--- src/rtl/bank_pkg.sv ---
// ---------------------------------------------------------------------------
// bank_pkg
// Shared definitions for the bank host sequencer and the bank controller:
// default parameter values, the one-hot sequencer state encoding and a
// helper that identifies the states in which a bank phase is being awaited.
// ---------------------------------------------------------------------------
package bank_pkg;

  localparam int DATA_W_DEF = 8;
  localparam int ADDR_W_DEF = 4;
  localparam int WR_CYC_DEF = 2;
  localparam int TMO_DEF    = 8;

  typedef enum logic [5:0] {
    IDLE   = 6'b000001,
    WR     = 6'b000010,
    WR_REC = 6'b000100,
    RD_PRE = 6'b001000,
    RD_SNS = 6'b010000,
    RSP    = 6'b100000
  } seq_state_e;

  // States in which the sequencer waits on the bank and the timeout runs.
  function automatic logic is_wait_state(input seq_state_e s);
    return (s == WR) || (s == WR_REC) || (s == RD_PRE) || (s == RD_SNS);
  endfunction

endpackage

--- src/rtl/bank_tmo_cnt.sv ---
// ---------------------------------------------------------------------------
// bank_tmo_cnt
// Wait-cycle counter for bank phases. Counts cycles while en=1 and clr=0;
// expired is high during the TMO-th consecutive enabled cycle, so the owner
// can give up at the end of that cycle.
//
// Ports:
//   clk      clock
//   rst_n    asynchronous active-low reset
//   clr      synchronous clear (takes priority over counting)
//   en       count enable (a wait state is active)
//   expired  this is the TMO-th wait cycle without the awaited event
// ---------------------------------------------------------------------------
module bank_tmo_cnt
  import bank_pkg::*;
#(
  parameter int TMO = TMO_DEF
) (
  input  logic clk,
  input  logic rst_n,
  input  logic clr,
  input  logic en,
  output logic expired
);

  localparam int            CW   = (TMO > 1) ? $clog2(TMO) : 1;
  localparam logic [CW-1:0] LAST = CW'(TMO - 1);

  logic [CW-1:0] cnt;

  // The owner asserts clr whenever it leaves a wait state or times out, so
  // cnt never passes LAST.
  always_ff @(posedge clk or negedge rst_n) begin
    if (!rst_n) begin
      cnt <= '0;
    end else if (clr) begin
      cnt <= '0;
    end else if (en) begin
      cnt <= cnt + CW'(1);
    end
  end

  assign expired = en && (cnt == LAST);

endmodule

--- src/rtl/bank_host_seq.sv ---
// ---------------------------------------------------------------------------
// bank_host_seq
// Host-side sequencer for one memory bank. Accepts one read or write
// request at a time, walks the bank through its write or precharge/sense
// phases and returns a single response. Every bank phase is guarded by a
// timeout that produces an error response.
//
// Ports:
//   clk, rst_n                    clock, asynchronous active-low reset
//   req_valid/req_ready           host request handshake
//   req_we, req_addr, req_wdata   request fields (latched on accept)
//   rsp_valid/rsp_ready           host response handshake
//   rsp_rdata, rsp_err            read data (0 for writes/timeouts), timeout flag
//   w_en, wl_addr, wdata          write request, latched address/data to bank
//   preb_in, w_drv_in, sa_en_in   bank phase indicators
//   sa_dout                       sense-amp data
// ---------------------------------------------------------------------------
module bank_host_seq
  import bank_pkg::*;
#(
  parameter int DATA_W = DATA_W_DEF,
  parameter int ADDR_W = ADDR_W_DEF,
  parameter int WR_CYC = WR_CYC_DEF,
  parameter int TMO    = TMO_DEF
) (
  input  logic              clk,
  input  logic              rst_n,
  input  logic              req_valid,
  output logic              req_ready,
  input  logic              req_we,
  input  logic [ADDR_W-1:0] req_addr,
  input  logic [DATA_W-1:0] req_wdata,
  output logic              rsp_valid,
  input  logic              rsp_ready,
  output logic [DATA_W-1:0] rsp_rdata,
  output logic              rsp_err,
  output logic              w_en,
  output logic [ADDR_W-1:0] wl_addr,
  output logic [DATA_W-1:0] wdata,
  input  logic              preb_in,
  input  logic              w_drv_in,
  input  logic              sa_en_in,
  input  logic [DATA_W-1:0] sa_dout
);

  localparam logic [3:0] WR_LAST = 4'(WR_CYC);

  seq_state_e state;
  logic       op_we;
  logic [3:0] wr_cnt;
  logic [3:0] wr_cnt_inc;
  logic       evt;
  logic       wait_st;
  logic       tmo_clr;
  logic       tmo_expired;

  // evt is the event the current wait state is waiting for. In WR it fires
  // on the drive cycle that brings the count up to WR_CYC.
  always_comb begin
    wr_cnt_inc = wr_cnt + 4'd1;
    evt        = 1'b0;
    case (state)
      WR:             evt = w_drv_in && (wr_cnt_inc == WR_LAST);
      WR_REC, RD_PRE: evt = !preb_in;
      RD_SNS:         evt = sa_en_in;
      default:        evt = 1'b0;
    endcase
  end

  assign wait_st = is_wait_state(state);

  // Clearing on every exit from a wait state makes the counter start from
  // zero on each entry, including WR -> WR_REC and RD_PRE -> RD_SNS.
  assign tmo_clr = !wait_st || evt || tmo_expired;

  bank_tmo_cnt #(
    .TMO(TMO)
  ) u_tmo (
    .clk    (clk),
    .rst_n  (rst_n),
    .clr    (tmo_clr),
    .en     (wait_st),
    .expired(tmo_expired)
  );

  // Main sequencer. A phase event that lands in the same cycle as the
  // timeout wins, because the awaited event did arrive in time.
  always_ff @(posedge clk or negedge rst_n) begin
    if (!rst_n) begin
      state     <= IDLE;
      req_ready <= 1'b1;
      w_en      <= 1'b0;
      rsp_valid <= 1'b0;
      rsp_err   <= 1'b0;
      rsp_rdata <= '0;
      wl_addr   <= '0;
      wdata     <= '0;
      op_we     <= 1'b0;
      wr_cnt    <= '0;
    end else if (wait_st && !evt && tmo_expired) begin
      state     <= RSP;
      w_en      <= 1'b0;
      rsp_valid <= 1'b1;
      rsp_err   <= 1'b1;
      rsp_rdata <= '0;
    end else begin
      case (state)
        IDLE: begin
          if (req_valid && req_ready) begin
            wl_addr   <= req_addr;
            wdata     <= req_wdata;
            op_we     <= req_we;
            wr_cnt    <= '0;
            req_ready <= 1'b0;
            if (req_we) begin
              state <= WR;
              w_en  <= 1'b1;
            end else begin
              state <= RD_PRE;
            end
          end
        end
        WR: begin
          if (w_drv_in) begin
            wr_cnt <= wr_cnt_inc;
          end
          if (evt) begin
            state <= WR_REC;
            w_en  <= 1'b0;
          end
        end
        WR_REC: begin
          if (evt) begin
            state     <= RSP;
            rsp_valid <= 1'b1;
            rsp_err   <= 1'b0;
            rsp_rdata <= '0;
          end
        end
        RD_PRE: begin
          // Only precharge seen after accept counts, so a sense already in
          // flight at accept time is never captured.
          if (evt) begin
            state <= RD_SNS;
          end
        end
        RD_SNS: begin
          if (evt) begin
            state     <= RSP;
            rsp_valid <= 1'b1;
            rsp_err   <= 1'b0;
            rsp_rdata <= op_we ? '0 : sa_dout;
          end
        end
        RSP: begin
          if (rsp_ready) begin
            state     <= IDLE;
            rsp_valid <= 1'b0;
            rsp_err   <= 1'b0;
            req_ready <= 1'b1;
          end
        end
        default: begin
          state     <= IDLE;
          w_en      <= 1'b0;
          rsp_valid <= 1'b0;
          rsp_err   <= 1'b0;
          req_ready <= 1'b1;
        end
      endcase
    end
  end

endmodule

--- config.mk ---
export PLATFORM = sky130hd
export DESIGN_NAME = bank_host_seq
export DESIGN_NICKNAME = d
export VERILOG_FILES = /design/src/rtl/bank_pkg.sv /design/src/rtl/bank_tmo_cnt.sv /design/src/rtl/bank_host_seq.sv
export SDC_FILE = /design/constraint.sdc
export NUM_CORES = 1
export LEC_CHECK = 0
export BUFFER_PORTS_ARGS = -buffer_cell sky130_fd_sc_hd__buf_2
export CAP_MARGIN = 5
export CORE_MARGIN = 2
export CORE_UTILIZATION = 30
export CTS_CLUSTER_SIZE = 14
export DETAILED_ROUTE_END_ITERATION = 8
export HOLD_SLACK_MARGIN = 0.02
export MAX_ROUTING_LAYER = met4
export PLACE_DENSITY = 0.6
export RECOVER_POWER = 50
export SETUP_SLACK_MARGIN = 0.4
export SLEW_MARGIN = 30
export SYNTH_ARGS = -nofsm -noshare
export SYNTH_HDL_FRONTEND = slang
export SYNTH_SLANG_ARGS = --single-unit
export TNS_END_PERCENT = 30
--- constraint.sdc ---
create_clock -name clk -period 5.8 [get_ports clk]
set_clock_uncertainty 0.2 [all_clocks]
set_input_delay 0.29 -clock clk [delete_from_list [all_inputs] [get_ports clk]]
set_output_delay 0.29 -clock clk [all_outputs]
set_load 0.02 [all_outputs]
==> run_results.csv <==
group,metric,value,unit
floorplan,die_y,86.23,µm
yosys,synth_edf_count,0,
grt,grt_usage,13.44,%
setup_path,ff2ff_setup_slack,3.30,ns
yosys,synth_compound_area_share,16.35,%
cts,postCtsSetupBuffers,0,
yosys,syn_inst,185,
yosys,synth_cell_types,54,
layout,fillCellCount,658,
placement,placed_area,2321,µm²
placement,placed_cells,304,
pwr,leakage,1.082,nW
cts,h-tree-depth,2,
pwr,power_density,426.4,nW/µm²
layout,multi_input_area,948.4,µm²
yosys,seq_area_frac_synth,47.01,%
setup_path,crit_type,"in -> async",
placement,dp_hpwl,3466,µm
layout,n_antenna_cell,0,
layout,seqCellArea,953.4,µm²
worst_hold_path,worstHoldStart,"req_addr[3]",
routing,drt-pass1-iter-count,4,
setup_path,cp.arrival,2.46,ns
setup_path,r2r-end,"state[5]",
floorplan,ios,52,
yosys,synth_top_family_by_area,"simple AND/OR/NAND/NOR gates",
cts,clkTransAtPathRegs,0.08,ns
cts,clk_latency,0.29,ns
floorplan,die_x,86.23,µm
run_status,outcome,"complete, but fails checks",
routing,drt_iter0_markers,138,
setup_path,critPathRequiredTime,5.72,ns
timing,setup_viol,0,
job,maxCapViolCount,1,
placement,portBuffers,51,
yosys,synth_top_flop_cell,"dfrtp_1",
yosys,synthesis.nets,217,
layout,area_growth,20.97,%
timing,grt_setup_unrepaired,"false",
setup_path,cp_max_fo,29,
setup_path,r2r-start,"wr_cnt[0]",
layout,finish.net_count,272,
pwr,power.total,1.046,mW
routing,wire_per_inst,14.75,µm
yosys,ys_async_sr_fraction,100.0,%
grt,grt_antenna_before_repair,0,
layout,post-route-cell-area,2454,µm²
layout,mostFrequentLayoutCells,"38 x buf_2, 36 x dfrtp_1, 18 x inv_1",
timing,slew_viol_final,30,
yosys,synthSimpleGateAreaFrac,17.27,%
layout,final_common_cell,"buf_2",
cts,cts_root_buffer,"clkbuf_8",
timing,final.period_utilization,43.82,%
routing,antenna_left,0,
placement,pre_cts_ws,3.309,ns
grt,grt_overflow_total,0,
routing,routed_wirelength,4691,µm
timing,fmax,393.4,MHz
setup_path,rr_worst_depth,6,
timing,max_slew_margin,-5.756,%
cts,cts_tree,"yes",
yosys,muxShareOfSynthArea,9.377,%
grt,grt_pass1_vias,1622,
yosys,ys_ff_latch,38,
yosys,synthXorXnorAreaFrac,1.295,%
run_status,violations,"capacitance limit, slew limit",
timing,max_slew.worst_pin.slew,1.586,ns
placement,gp_congestion,0.8712,
layout,final_cells,318,
grt,grt_start_max_net_pins,39,
yosys,post_synth.cell_area_avg,10.96,µm²
routing,viasPerCell,5.176,
layout,layout-drive-gt1-share,29.46,%
setup_path,crit_path_start_kind,"primary input",
cts,clock-sinks,38,
floorplan,rows,29,
cts,cts_buffers,5,
setup_path,end_kind,"asynchronous set/reset pin",
timing,period_minus_slack,2.542,ns
timing,holdWs,0.02677,ns
cts,clk_path_buf_depth,2,
grt,grt_pass1_wl,7790,µm
yosys,synth_area,2028,µm²
floorplan,start_util,31.40,%
worst_hold_path,hold_end,"wl_addr[3]",
layout,postLayoutCoreUtil,37.99,%
pwr,ir_drop,0.0002341,V
floorplan,die-area,7435,µm²
timing,fin_ws,3.258,ns
yosys,yosys_warnings,0,
floorplan,core,6459,µm²
worst_hold_path,hp-class,"in -> reg",
routing,drc_errors,0,
worst_hold_path,holdPathStages,2,
yosys,synthAdderAreaFrac,2.468,%
routing,vias,1646,
timing,fin_tns_setup,0,ns
timing,hold_viol,0,
==> timing repair <==
action                    CTS  global route
hold endpoints to repair   39             1
gates resized for setup     0             0
hold buffers                4             1
==> cells in the mapped netlist, drive strengths merged (4+ instances only) <==
library cell	number	area, µm²
a211oi	5	47.54
a21oi	4	20.02
and2	4	25.02
buf	8	55.05
dfrtp	36	900.9
ha	4	50.05
inv	18	67.56
mux2	13	150.1
mux2i	4	40.04
nand2	8	32.54
nand3	5	37.54
nand4	7	43.79
nor2	7	42.54
o211ai	4	30.03
o21ai	9	45.04
o22ai	7	57.56
or3	4	25.02
==> layout make-up <==
cell class | instances | area share [%]
clock buffer | 6 | 3.366
clock inverter | 2 | 0.5099
timing repair buffer | 57 | 11.93
inverter | 18 | 2.754
sequential | 38 | 38.86
multi-input combinational | 120 | 38.65
tap | 77 | 3.927
==> report_power, final <==
part           switching (mW)  internal, mW
Combinational           0.256         0.186
Sequential             0.0685         0.346
Clock                  0.0942        0.0955
Total                   0.419         0.628
==> flip-flops by register name (all words and copies together) (netlist names), 3 cells and up <==
register,cells
rsp_rdata,8
wdata,8
state,6
wl_addr,4
wr_cnt,4
u_tmo.cnt,3
==> worst max path at each step <==
stage                         start      endpoint  slack, ns  cells past startpoint
after floorplan           wr_cnt[0]      state[5]       3.65                      6
after global placement    wr_cnt[0]      state[5]       3.36                      6
after detailed placement  wr_cnt[0]  rsp_rdata[2]       3.31                      6
after CTS                 wr_cnt[0]      state[5]       3.30                      6
after global routing          rst_n      state[4]       2.87                      3
final                         rst_n  rsp_rdata[7]       3.26                      3
==> per-layer routing <==
layer / vias to the layer above / track usage [%] / wire [µm]
met1: 778 / 18.83 / 2255
met5: - / - / 0
met3: 2 / 4.000 / 392
li1: 794 / - / -
met4: 0 / 2.557 / 12
met2: 72 / 19.52 / 2030
==> logic make-up after synthesis <==
family	Yosys count
xor+xnor	3
fa+ha+maj	4
flops	38
buf+inv	27
simple gates	52
mux	17
compound gates	44
==> critical path, cell delays in order <==
cell and delay (ns):
dlygate4sd3_1 0.52, clkbuf_1 0.43, clkbuf_1 1.20
Note: power is estimated with default switching activity, not from simulation.
